## src/rtl/tape_punch_dev.sv

```systemverilog
// Device-side G-15 paper tape punch: timed punch cycle, PUNCH_SYNC handshake and a
// first-word-fall-through queue of punched frames. Optional blank-leader feed: TAPE_PUNCH_FEED_EN.
module tape_punch_dev #(
    parameter int CYCLE_CLKS = 6400,
    parameter int SYNC_CLKS  = 4,
    parameter int FIFO_DEPTH = 16
) (
    input  logic                          CLOCK,
    input  logic                          rst,
    input  logic                          PUNCH_SIGNAL,
    input  logic                          OB1,
    input  logic                          OB2,
    input  logic                          OB3,
    input  logic                          OB4,
    input  logic                          OB5,
    output logic                          PUNCH_SYNC,
    output logic                          PUNCHED_TAPE1,
    output logic                          PUNCHED_TAPE2,
    output logic                          PUNCHED_TAPE3,
    output logic                          PUNCHED_TAPE4,
    output logic                          PUNCHED_TAPE5,
    output logic [4:0]                    tape_data,
    output logic                          tape_valid,
    input  logic                          tape_ready,
    output logic [$clog2(FIFO_DEPTH):0]   fifo_count,
    output logic                          tape_full,
    output logic                          punch_busy
`ifdef TAPE_PUNCH_FEED_EN
    ,
    input  logic                          FEED
`endif
);

    localparam int AW        = $clog2(FIFO_DEPTH);
    localparam int CW        = AW + 1;
    localparam int CNTW      = $clog2(CYCLE_CLKS) + 1;
    localparam int HOLD_CLKS = CYCLE_CLKS - SYNC_CLKS - 1;

    localparam logic [1:0] ST_IDLE = 2'd0;
    localparam logic [1:0] ST_SYNC = 2'd1;
    localparam logic [1:0] ST_HOLD = 2'd2;

    logic [1:0]      state_r, state_s;
    logic [CNTW-1:0] cnt_r, cnt_s;
    logic [4:0]      code_r, code_s;
    logic            feed_r, feed_s;
    logic [4:0]      punched_r, punched_s;
    logic            sync_r, sync_s;
    logic            busy_r, busy_s;

    logic [4:0]      mem_r [FIFO_DEPTH];
    logic [AW-1:0]   rd_ptr_r, rd_ptr_s;
    logic [AW-1:0]   wr_ptr_r, wr_ptr_s;
    logic [CW-1:0]   count_r, count_s;
    logic [CW-1:0]   after_pop_s;
    logic [4:0]      data_r, data_s;
    logic            valid_r, valid_s;
    logic            full_r, full_s;
    logic            push_s, pop_s;
    logic [4:0]      ob_s;

    assign ob_s = {OB5, OB4, OB3, OB2, OB1};

    // Punch-cycle sequencer: capture in IDLE, timed SYNC then HOLD phases.
    always_comb begin
        state_s   = state_r;
        cnt_s     = cnt_r;
        code_s    = code_r;
        feed_s    = feed_r;
        punched_s = punched_r;
        case (state_r)
            ST_IDLE: begin
                if (PUNCH_SIGNAL && !full_r) begin
                    state_s   = ST_SYNC;
                    cnt_s     = {CNTW{1'b0}};
                    code_s    = ob_s;
                    feed_s    = 1'b0;
                    punched_s = ob_s;
                end
`ifdef TAPE_PUNCH_FEED_EN
                // Blank leader: a silent cycle that still queues an all-zero frame.
                else if (FEED && !full_r) begin
                    state_s   = ST_SYNC;
                    cnt_s     = {CNTW{1'b0}};
                    code_s    = 5'b00000;
                    feed_s    = 1'b1;
                    punched_s = 5'b00000;
                end
`endif
                else begin
                    state_s = ST_IDLE;
                end
            end
            ST_SYNC: begin
                if (cnt_r == CNTW'(SYNC_CLKS - 1)) begin
                    state_s = ST_HOLD;
                    cnt_s   = {CNTW{1'b0}};
                end else begin
                    cnt_s = cnt_r + {{(CNTW-1){1'b0}}, 1'b1};
                end
            end
            ST_HOLD: begin
                if (cnt_r == CNTW'(HOLD_CLKS - 1)) begin
                    state_s = ST_IDLE;
                    cnt_s   = {CNTW{1'b0}};
                end else begin
                    cnt_s = cnt_r + {{(CNTW-1){1'b0}}, 1'b1};
                end
            end
            default: begin
                state_s = ST_IDLE;
                cnt_s   = {CNTW{1'b0}};
            end
        endcase
        sync_s = (state_s == ST_SYNC) && !feed_s;
        busy_s = (state_s != ST_IDLE);
    end

    // Queue bookkeeping; the head frame is precomputed so tape_data is a plain register.
    always_comb begin
        push_s      = (state_r == ST_SYNC) && (cnt_r == {CNTW{1'b0}});
        pop_s       = valid_r && tape_ready;
        rd_ptr_s    = pop_s  ? rd_ptr_r + {{(AW-1){1'b0}}, 1'b1} : rd_ptr_r;
        wr_ptr_s    = push_s ? wr_ptr_r + {{(AW-1){1'b0}}, 1'b1} : wr_ptr_r;
        after_pop_s = count_r - CW'(pop_s);
        count_s     = after_pop_s + CW'(push_s);
        if (count_s == {CW{1'b0}}) begin
            data_s = 5'b00000;
        end else if (after_pop_s == {CW{1'b0}}) begin
            // Only the frame being pushed right now remains: it bypasses the memory.
            data_s = code_r;
        end else begin
            data_s = mem_r[rd_ptr_s];
        end
        valid_s = (count_s != {CW{1'b0}});
        full_s  = (count_s == CW'(FIFO_DEPTH));
    end

    // Frame storage; contents are don't-care until pushed, so no reset.
    always_ff @(posedge CLOCK) begin
        if (push_s) begin
            mem_r[wr_ptr_r] <= code_r;
        end
    end

    // State, queue pointers and registered outputs with synchronous active-low reset.
    always_ff @(posedge CLOCK) begin
        if (!rst) begin
            state_r   <= ST_IDLE;
            cnt_r     <= {CNTW{1'b0}};
            code_r    <= 5'b00000;
            feed_r    <= 1'b0;
            punched_r <= 5'b00000;
            sync_r    <= 1'b0;
            busy_r    <= 1'b0;
            rd_ptr_r  <= {AW{1'b0}};
            wr_ptr_r  <= {AW{1'b0}};
            count_r   <= {CW{1'b0}};
            data_r    <= 5'b00000;
            valid_r   <= 1'b0;
            full_r    <= 1'b0;
        end else begin
            state_r   <= state_s;
            cnt_r     <= cnt_s;
            code_r    <= code_s;
            feed_r    <= feed_s;
            punched_r <= punched_s;
            sync_r    <= sync_s;
            busy_r    <= busy_s;
            rd_ptr_r  <= rd_ptr_s;
            wr_ptr_r  <= wr_ptr_s;
            count_r   <= count_s;
            data_r    <= data_s;
            valid_r   <= valid_s;
            full_r    <= full_s;
        end
    end

    assign PUNCH_SYNC    = sync_r;
    assign PUNCHED_TAPE1 = punched_r[0];
    assign PUNCHED_TAPE2 = punched_r[1];
    assign PUNCHED_TAPE3 = punched_r[2];
    assign PUNCHED_TAPE4 = punched_r[3];
    assign PUNCHED_TAPE5 = punched_r[4];
    assign tape_data     = data_r;
    assign tape_valid    = valid_r;
    assign fifo_count    = count_r;
    assign tape_full     = full_r;
    assign punch_busy    = busy_r;

endmodule

```

## config.mk

```make
export PLATFORM = sky130hd
export DESIGN_NAME = tape_punch_dev
export DESIGN_NICKNAME = d
export VERILOG_FILES = /design/src/rtl/tape_punch_dev.sv
export SDC_FILE = /design/constraint.sdc
export NUM_CORES = 1
export LEC_CHECK = 0
export ABC_CLOCK_PERIOD_IN_PS = 7400
export CAP_MARGIN = 20
export CORE_ASPECT_RATIO = 0.9
export CORE_UTILIZATION = 60
export CTS_CLUSTER_DIAMETER = 80
export DETAILED_ROUTE_END_ITERATION = 16
export GPL_TIMING_DRIVEN = 0
export MAX_ROUTING_LAYER = met4
export PLACE_DENSITY = 0.89
export SLEW_MARGIN = 20
export SYNTH_ARGS = -nofsm -noshare
export SYNTH_HDL_FRONTEND = slang
export SYNTH_SLANG_ARGS = --single-unit
```

## constraint.sdc

```tcl
create_clock -name CLOCK -period 7.4 [get_ports CLOCK]
set_input_delay 2.22 -clock CLOCK [delete_from_list [all_inputs] [get_ports CLOCK]]
set_output_delay 2.22 -clock CLOCK [all_outputs]
set_load 0.02 [all_outputs]
```

==> results of run 1 <==
power groups by stage:
stage | combinational (µW) | clock (µW) | sequential, µW
final | 649 | 801 | 840
after detailed placement | 626 | 0 | 852
after global placement | 609 | 0 | 848
after floorplan | 409 | 0 | 877
after global routing | 695 | 835 | 845
after CTS | 637 | 800 | 839
state kept, by name (all words and copies together), names as in the netlist:
signal      cells
wr_ptr_r        4
tape_full       1
tape_data       5
tape_valid      1
feed_r          1
state_r         2
rd_ptr_r        4
cnt_r          14
punch_busy      1
PUNCH_SYNC      1
punched_r       5
mem_r          80
fifo_count      5
layer usage:
metal | vias up | wire length (µm) | GRT usage, % | part of all wire, %
li1 | 1931 | - | - | -
met1 | 2021 | 5573 | 35.18 | 40
met2 | 190 | 6668 | 48.48 | 48
met3 | 45 | 1176 | 7.109 | 8.5
met4 | 0 | 403 | 12.27 | 2.9
met5 | - | 0 | - | 0
area by class of cell:
cell class | count | area [µm²]
buffer | 23 | 138.9
clock buffer | 21 | 439.2
clock inverter | 11 | 125.1
fill | 595 | 2449
inverter | 15 | 56.30
multi-input combinational | 339 | 2386
sequential | 124 | 3283
tap | 122 | 152.6
timing repair buffer | 26 | 260.3
per-stage QoR:
stage | hold WS, ns | setup slack [ns] | std cells
after floorplan | 0.4432 | 3.180 | 501
after global placement | 0.4607 | 2.151 | 649
after detailed placement | 0.4685 | 2.037 | 649
after CTS | 0.4824 | 2.476 | 681
after global routing | 0.4972 | 2.232 | 681
final | 0.4954 | 2.446 | 681
critical path, delay by kind of cell:
family          cells  cell delay, ns
fa+ha+maj           3            0.76
simple gates        2            0.33
mux                 1            0.19
compound gates      3            0.79
buf+inv             4            1.07
worst paths after layout:
path,depth (start not counted),start,endpoint
min reg2reg,1,feed_r$_SDFF_PN0_,feed_r$_SDFF_PN0_
max,13,tape_ready,tape_data[3]$_SDFF_PP0_
max reg2reg,12,cnt_r[2]$_SDFFE_PN0P_,tape_data[3]$_SDFF_PP0_
min,1,feed_r$_SDFF_PN0_,feed_r$_SDFF_PN0_
kinds of logic (layout without fill, tap and decap cells):
logic type	after synthesis	after routing	synth area share [%]
buffers and inverters	38	96	3.328
flip-flops	124	124	55.98
XOR/XNOR	26	26	4.118
AO/OA/AOI/OAI	67	67	8.513
multiplexers	58	58	10.33
AND/OR/NAND/NOR	172	172	14.32
adder cells (fa/ha/maj)	16	16	3.414
Yosys cell counts, drive strengths merged, types with 2 or more instances:
master / instances
a211o: 2
a211oi: 2
a21boi: 2
a21oi: 13
a222oi: 2
a22oi: 16
a31oi: 7
a32oi: 3
and2: 5
and3: 10
and3b: 3
and4b: 2
buf: 14
clkbuf: 9
dfxtp: 44
edfxtp: 80
ha: 16
inv: 15
mux2i: 56
mux4: 2
nand2: 54
nand2b: 6
nand3: 14
nand3b: 4
nand4: 6
nor2: 48
nor2b: 2
nor3: 8
nor3b: 3
nor4: 3
o21ai: 5
o221a: 3
o22ai: 2
xnor2: 11
xor2: 14
==> flow_metrics.py, run 1 <==
metrics = {
    "critical_path": {
        "crit_fanout": 9,
        "reg2reg_slack_ns": 4.18,
        "crit_path_max_incr_delay_ns": 0.57,
        "startpoint_type": "input pin",
        "arrival_ns": 5.37,
        "crit_path_cell_trace": "clkdlybuf4s50_1 -> nand2_1 -> inv_2 -> ha_1 -> ha_1 -> inv_1 -> ha_1 -> nand3b_1 -> o21ai_0 -> mux2i_1 -> a21oi_1 -> inv_1 -> o221a_1",
        "critPathMostFrequentCell": "ha_1",
        "crit_type": "input pin to flop",
        "cp_data_required_time_ns": 7.81,
        "critical-path-slowest-cell": "clkdlybuf4s50_1",
        "end_kind": "flop",
    },
    "pwr": {
        "seqPwrFrac_pct": 36.7,
        "p_int_uw": 1581,
        "switchingPower_uw": 709.5,
        "p_clk_share_pct": 35.0,
        "ir_drop_v": 0.0002302,
        "p_sw_share_pct": 30.98,
        "total_power_uw": 2290,
        "combPwrFrac_pct": 28.3,
        "total_leakage_power_uw": 0.002525,
        "power_density_nw_per_um2": 334.7,
    },
    "global_route": {
        "overflow": 0,
        "grt_pass1_vias": 4069,
        "antenna_found_initial": 0,
        "grt_pass1_wl_um": 21180,
        "track_usage_pct": 29.46,
        "grt_max_degree": 20,
    },
    "clock_network": {
        "cts_tree": "yes",
        "ctsHoldBuffers": 0,
        "cts_root_buffer": "clkbuf_8",
        "path_clk_slew_ns": 0.06,
        "postCtsSetupBuffers": 0,
        "clockBufferDepth": 2,
        "htreeDepth": 4,
        "cts_buffers": 17,
        "cts_sinks": 124,
        "ctsResizeCount": 0,
        "clk_latency_ns": 0.53,
    },
    "job": {
        "cap_violations": 0,
    },
    "placement": {
        "gp_congestion": 0.9020,
        "dpl_cell_area_um2": 6277,
        "io_buffers": 26,
        "dp_hpwl_um": 9114,
    },
    "die": {
        "rows": 33,
        "chipHeight_um": 95.79,
        "pin_count": 28,
        "die_w_um": 106.2,
        "core_um2": 9290,
        "dieArea_um2": 10170,
        "start_util_pct": 63.12,
    },
    "route": {
        "via_per_inst": 6.148,
        "drt-total-wl_um": 13820,
        "ant_nets": 0,
        "drt_iter0_markers": 491,
        "drc": 0,
        "dr.pass1.iters": 8,
        "via_count": 4187,
        "wire_per_inst_um": 20.30,
    },
    "timing": {
        "finalSetupViolations": 0,
        "hold_violations": 0,
        "fmax_mhz": 201.9,
        "grt_setup_unrepaired": "no",
        "period_needed_ns": 4.954,
        "slew_headroom_pct": 29.90,
        "fin_worst_skew_ns": 0.01083,
        "tns_ns": 0,
        "drv_slew": 0,
        "fin_crit_sh_pct": 66.94,
        "tightest_slew_ns": 1.044,
    },
    "logic_synthesis": {
        "synthCells": 501,
        "synthTopCellsByArea": "edfxtp_1, dfxtp_1, mux2i_1, nand2_1, ha_1",
        "synth_ff_type": "edfxtp_1",
        "syn-num-nets": 526,
        "synth-seq-cells": 124,
        "synth_cell_types": 62,
        "synth_seq_area_share_pct": 55.98,
        "avgSynthCellArea_um2": 11.71,
        "ys_async_sr_fraction_pct": 0,
        "synth_area_leader_cell": "edfxtp_1",
        "yosysTopAreaCellShare_pct": 40.96,
        "synthesis.area_um2": 5864,
        "synth_edf_count": 80,
        "yosysWarnings": 0,
    },
    "cells_and_area": {
        "final_area_um2": 6842,
        "area_delta_synth_final_pct": 16.66,
        "drive_above_1_share_pct": 8.766,
        "final_nets": 571,
        "layout_commonest_cell": "edfxtp_1",
        "final_core_util_pct": 73.64,
        "mostFrequentLayoutCells": "edfxtp_1, mux2i_1, nand2_1",
        "diodes": 0,
    },
    "min_path": {
        "hold_class": "flop to flop",
    },
    "run_status": {
        "status": "complete, no violations",
    },
}
Power figures use the tool's default switching activity.
==> run 2, diff against run 1 <==
--- a/config.mk
+++ b/config.mk
@@ -5,15 +5,15 @@
 export SDC_FILE = /design/constraint.sdc
 export NUM_CORES = 1
 export LEC_CHECK = 0
-export ABC_CLOCK_PERIOD_IN_PS = 7400
+export ABC_CLOCK_PERIOD_IN_PS = 4500
 export CAP_MARGIN = 20
 export CORE_ASPECT_RATIO = 0.9
-export CORE_UTILIZATION = 60
+export CORE_UTILIZATION = 54
 export CTS_CLUSTER_DIAMETER = 80
 export DETAILED_ROUTE_END_ITERATION = 16
 export GPL_TIMING_DRIVEN = 0
 export MAX_ROUTING_LAYER = met4
-export PLACE_DENSITY = 0.89
+export PLACE_DENSITY = 0.85
 export SLEW_MARGIN = 20
 export SYNTH_ARGS = -nofsm -noshare
 export SYNTH_HDL_FRONTEND = slang
==> constraint.sdc (replaced) <==
create_clock -name CLOCK -period 4.5 [get_ports CLOCK]
set_input_delay 1.35 -clock CLOCK [delete_from_list [all_inputs] [get_ports CLOCK]]
set_output_delay 1.35 -clock CLOCK [all_outputs]
set_load 0.02 [all_outputs]
==> run 2 against run 1 <==
Compared with the run above: the run now ends with DRC left; non-clock buffer count stayed put; register-to-register slack got worse by 2.9 ns; count of clock-buffer cells in the layout decreased by 4; sequential share of layout area decreased by 0.46 points; clock skew fell by 0.0039 ns; final area increased by 0.97%; wire length shrank 3.5%; combinational power increased by 66%; die area is 11% higher; sequential power grew 64%; critical path type unchanged; critical endpoint unchanged; highest routed layer unchanged.
==> flow_metrics.py, run 2 (synthesized netlist as in run 1, its figures left out) <==
metrics = {
    "run_status": {
        "status": "finished, violations left",
        "violations": "DRC",
    },
    "clock_network": {
        "cts_root_buffer": "clkbuf_16",
        "ctsResizeCount": 0,
        "postCtsSetupBuffers": 0,
        "htreeDepth": 4,
        "path_clk_slew_ns": 0.06,
        "ctsHoldBuffers": 0,
        "cts_sinks": 124,
        "clk_latency_ns": 0.41,
        "cts_buffers": 17,
        "cts_tree": "yes",
        "clockBufferDepth": 2,
    },
    "min_path": {
        "min_to": "feed_r$_SDFF_PN0_",
        "min_from": "feed_r$_SDFF_PN0_",
        "hold_class": "flop to flop",
        "holdPathStages": 1,
    },
    "timing": {
        "fmax_mhz": 242.9,
        "fin_crit_sh_pct": 91.48,
        "slew_headroom_pct": 28.40,
        "grt_setup_unrepaired": "no",
        "holdWs_ns": 0.4972,
        "tns_ns": 0,
        "period_needed_ns": 4.117,
        "drv_slew": 0,
        "tightest_slew_ns": 1.066,
        "fin_worst_skew_ns": 0.006899,
        "finalSetupViolations": 0,
        "hold_violations": 0,
    },
    "pwr": {
        "power_density_nw_per_um2": 562.7,
        "total_leakage_power_uw": 0.002543,
        "ir_drop_v": 0.0002790,
    },
    "global_route": {
        "track_usage_pct": 25.73,
        "grt_pass1_vias": 4120,
        "antenna_found_initial": 0,
        "overflow": 0,
        "grt_pass1_wl_um": 20710,
        "grt_max_degree": 20,
    },
    "placement": {
        "io_buffers": 26,
        "gp_congestion": 0.9174,
        "dp_hpwl_um": 9105,
    },
    "cells_and_area": {
        "layout_commonest_cell": "edfxtp_1",
        "top_regs": "mem_r x80, cnt_r x14",
        "drive_above_1_share_pct": 9.839,
        "mostFrequentLayoutCells": "edfxtp_1, mux2i_1, nand2_1",
        "top_register": "mem_r",
        "final_nets": 571,
        "diodes": 0,
        "area_delta_synth_final_pct": 17.79,
        "largest_reg_flops": 80,
    },
    "route": {
        "wire_per_inst_um": 19.38,
        "via_per_inst": 6.064,
        "ant_nets": 0,
        "drt-total-wl_um": 13330,
        "via_count": 4172,
        "dr.pass1.iters": 13,
        "drt_iter0_markers": 397,
        "drc": 1,
    },
    "die": {
        "chipHeight_um": 100.9,
        "rows": 35,
        "start_util_pct": 56.50,
        "die_w_um": 111.9,
        "core_um2": 10380,
        "pin_count": 28,
        "dieArea_um2": 11280,
    },
    "critical_path": {
        "cp-startpoint": "tape_ready",
        "reg2reg_slack_ns": 1.32,
        "arrival_ns": 4.47,
        "crit_fanout": 9,
        "end_kind": "flop",
        "critical-path-slowest-cell": "clkdlybuf4s50_1",
        "crit_type": "input pin to flop",
        "cp_data_required_time_ns": 4.85,
        "r2r-start": "cnt_r[2]$_SDFFE_PN0P_",
        "rr_worst_depth": 12,
        "critPathMostFrequentCell": "ha_1",
        "startpoint_type": "input pin",
        "r2r_end": "tape_data[3]$_SDFF_PP0_",
        "crit_path_max_incr_delay_ns": 0.57,
        "crit_path_cell_trace": "clkdlybuf4s50_1 -> nand2_1 -> inv_2 -> ha_1 -> ha_1 -> inv_1 -> ha_1 -> nand3b_1 -> o21ai_0 -> mux2i_1 -> a21oi_1 -> inv_1 -> o221a_1",
    },
    "job": {
        "cap_violations": 0,
    },
}
-- run 2: cell count changes in the layout (fill, tap and decap cells not counted) --
cell / before / now
clkbuf_8: 2 / 0
clkinvlp_4: 0 / 3
clkinv_4: 0 / 2
inv_6: 0 / 2
clkbuf_16: 16 / 17
clkinv_1: 4 / 1
bufinv_16: 3 / 4
clkbuf_1: 12 / 9
clkinv_2: 4 / 3
-- run 2: metal layers --
metal	GRT usage, %	routed length (µm)
met1	29.54	5485
met2	42.95	6570
met3	6.073	925
met4	12.27	352
met5	-	0
-- run 2: stage by stage --
| step | power [µW] | utilization (%) | cell area [µm²] | setup slack (ns) | std cells |
|---|---|---|---|---|---|
| 2_1_floorplan | 2114 | - | 5864 | 1.150 | 501 |
| 5_1_grt | 4024 | 66.56 | 6908 | 0.1610 | 688 |
| 3_5_place_dp | 2455 | 60.57 | 6286 | -0.02052 | 656 |
| 3_3_place_gp | 2414 | 60.57 | 6286 | 0.08982 | 656 |
| 4_1_cts | 3870 | 66.56 | 6908 | 0.3928 | 688 |
| 6_report | 3887 | 66.56 | 6908 | 0.3832 | 688 |
-- run 2: report_power, final --
group          switching [µW]  internal, µW  total, µW
registers                82.3          1300       1380
clock network             505           925       1430
logic                     620           458       1080
-- run 2: how the worst max path moves through the flow --
stage | endpoint | slack, ns | depth (start not counted)
after floorplan | tape_data[2]$_SDFF_PP0_ | 1.15 | 12
after global placement | tape_data[3]$_SDFF_PP0_ | 0.09 | 13
after detailed placement | tape_data[3]$_SDFF_PP0_ | -0.02 | 13
after CTS | tape_data[3]$_SDFF_PP0_ | 0.39 | 13
after global routing | tape_data[3]$_SDFF_PP0_ | 0.16 | 13
final | tape_data[3]$_SDFF_PP0_ | 0.38 | 13
-- run 2: cell type report --
| type | count | area, µm² |
|---|---|---|
| inverter | 15 | 56.30 |
| multi-input combinational | 339 | 2386 |
| sequential | 124 | 3283 |
| clock inverter | 15 | 196.4 |
| tap | 129 | 161.4 |
| timing repair buffer | 26 | 260.3 |
| clock buffer | 17 | 425.4 |
| buffer | 23 | 138.9 |
| fill | 753 | 3471 |
-- run 2: critical path, delay by kind of cell --
kind                     cells  cell delay (ns)
AO/OA/AOI/OAI                3             0.59
adder cells (fa/ha/maj)      3             0.76
buffers and inverters        4             1.09
multiplexers                 1             0.35
AND/OR/NAND/NOR              2             0.34
==> run 3, diff against run 2 <==
--- a/config.mk
+++ b/config.mk
@@ -6,11 +6,12 @@
 export NUM_CORES = 1
 export LEC_CHECK = 0
 export ABC_CLOCK_PERIOD_IN_PS = 4500
-export CAP_MARGIN = 20
+export CAP_MARGIN = 25
 export CORE_ASPECT_RATIO = 0.9
 export CORE_UTILIZATION = 54
 export CTS_CLUSTER_DIAMETER = 80
 export DETAILED_ROUTE_END_ITERATION = 16
+export GPL_ROUTABILITY_DRIVEN = 1
 export GPL_TIMING_DRIVEN = 0
 export MAX_ROUTING_LAYER = met4
 export PLACE_DENSITY = 0.85
==> results of run 3 <==
Same layout as run 2: the final DEF is identical, and so are final timing and power.
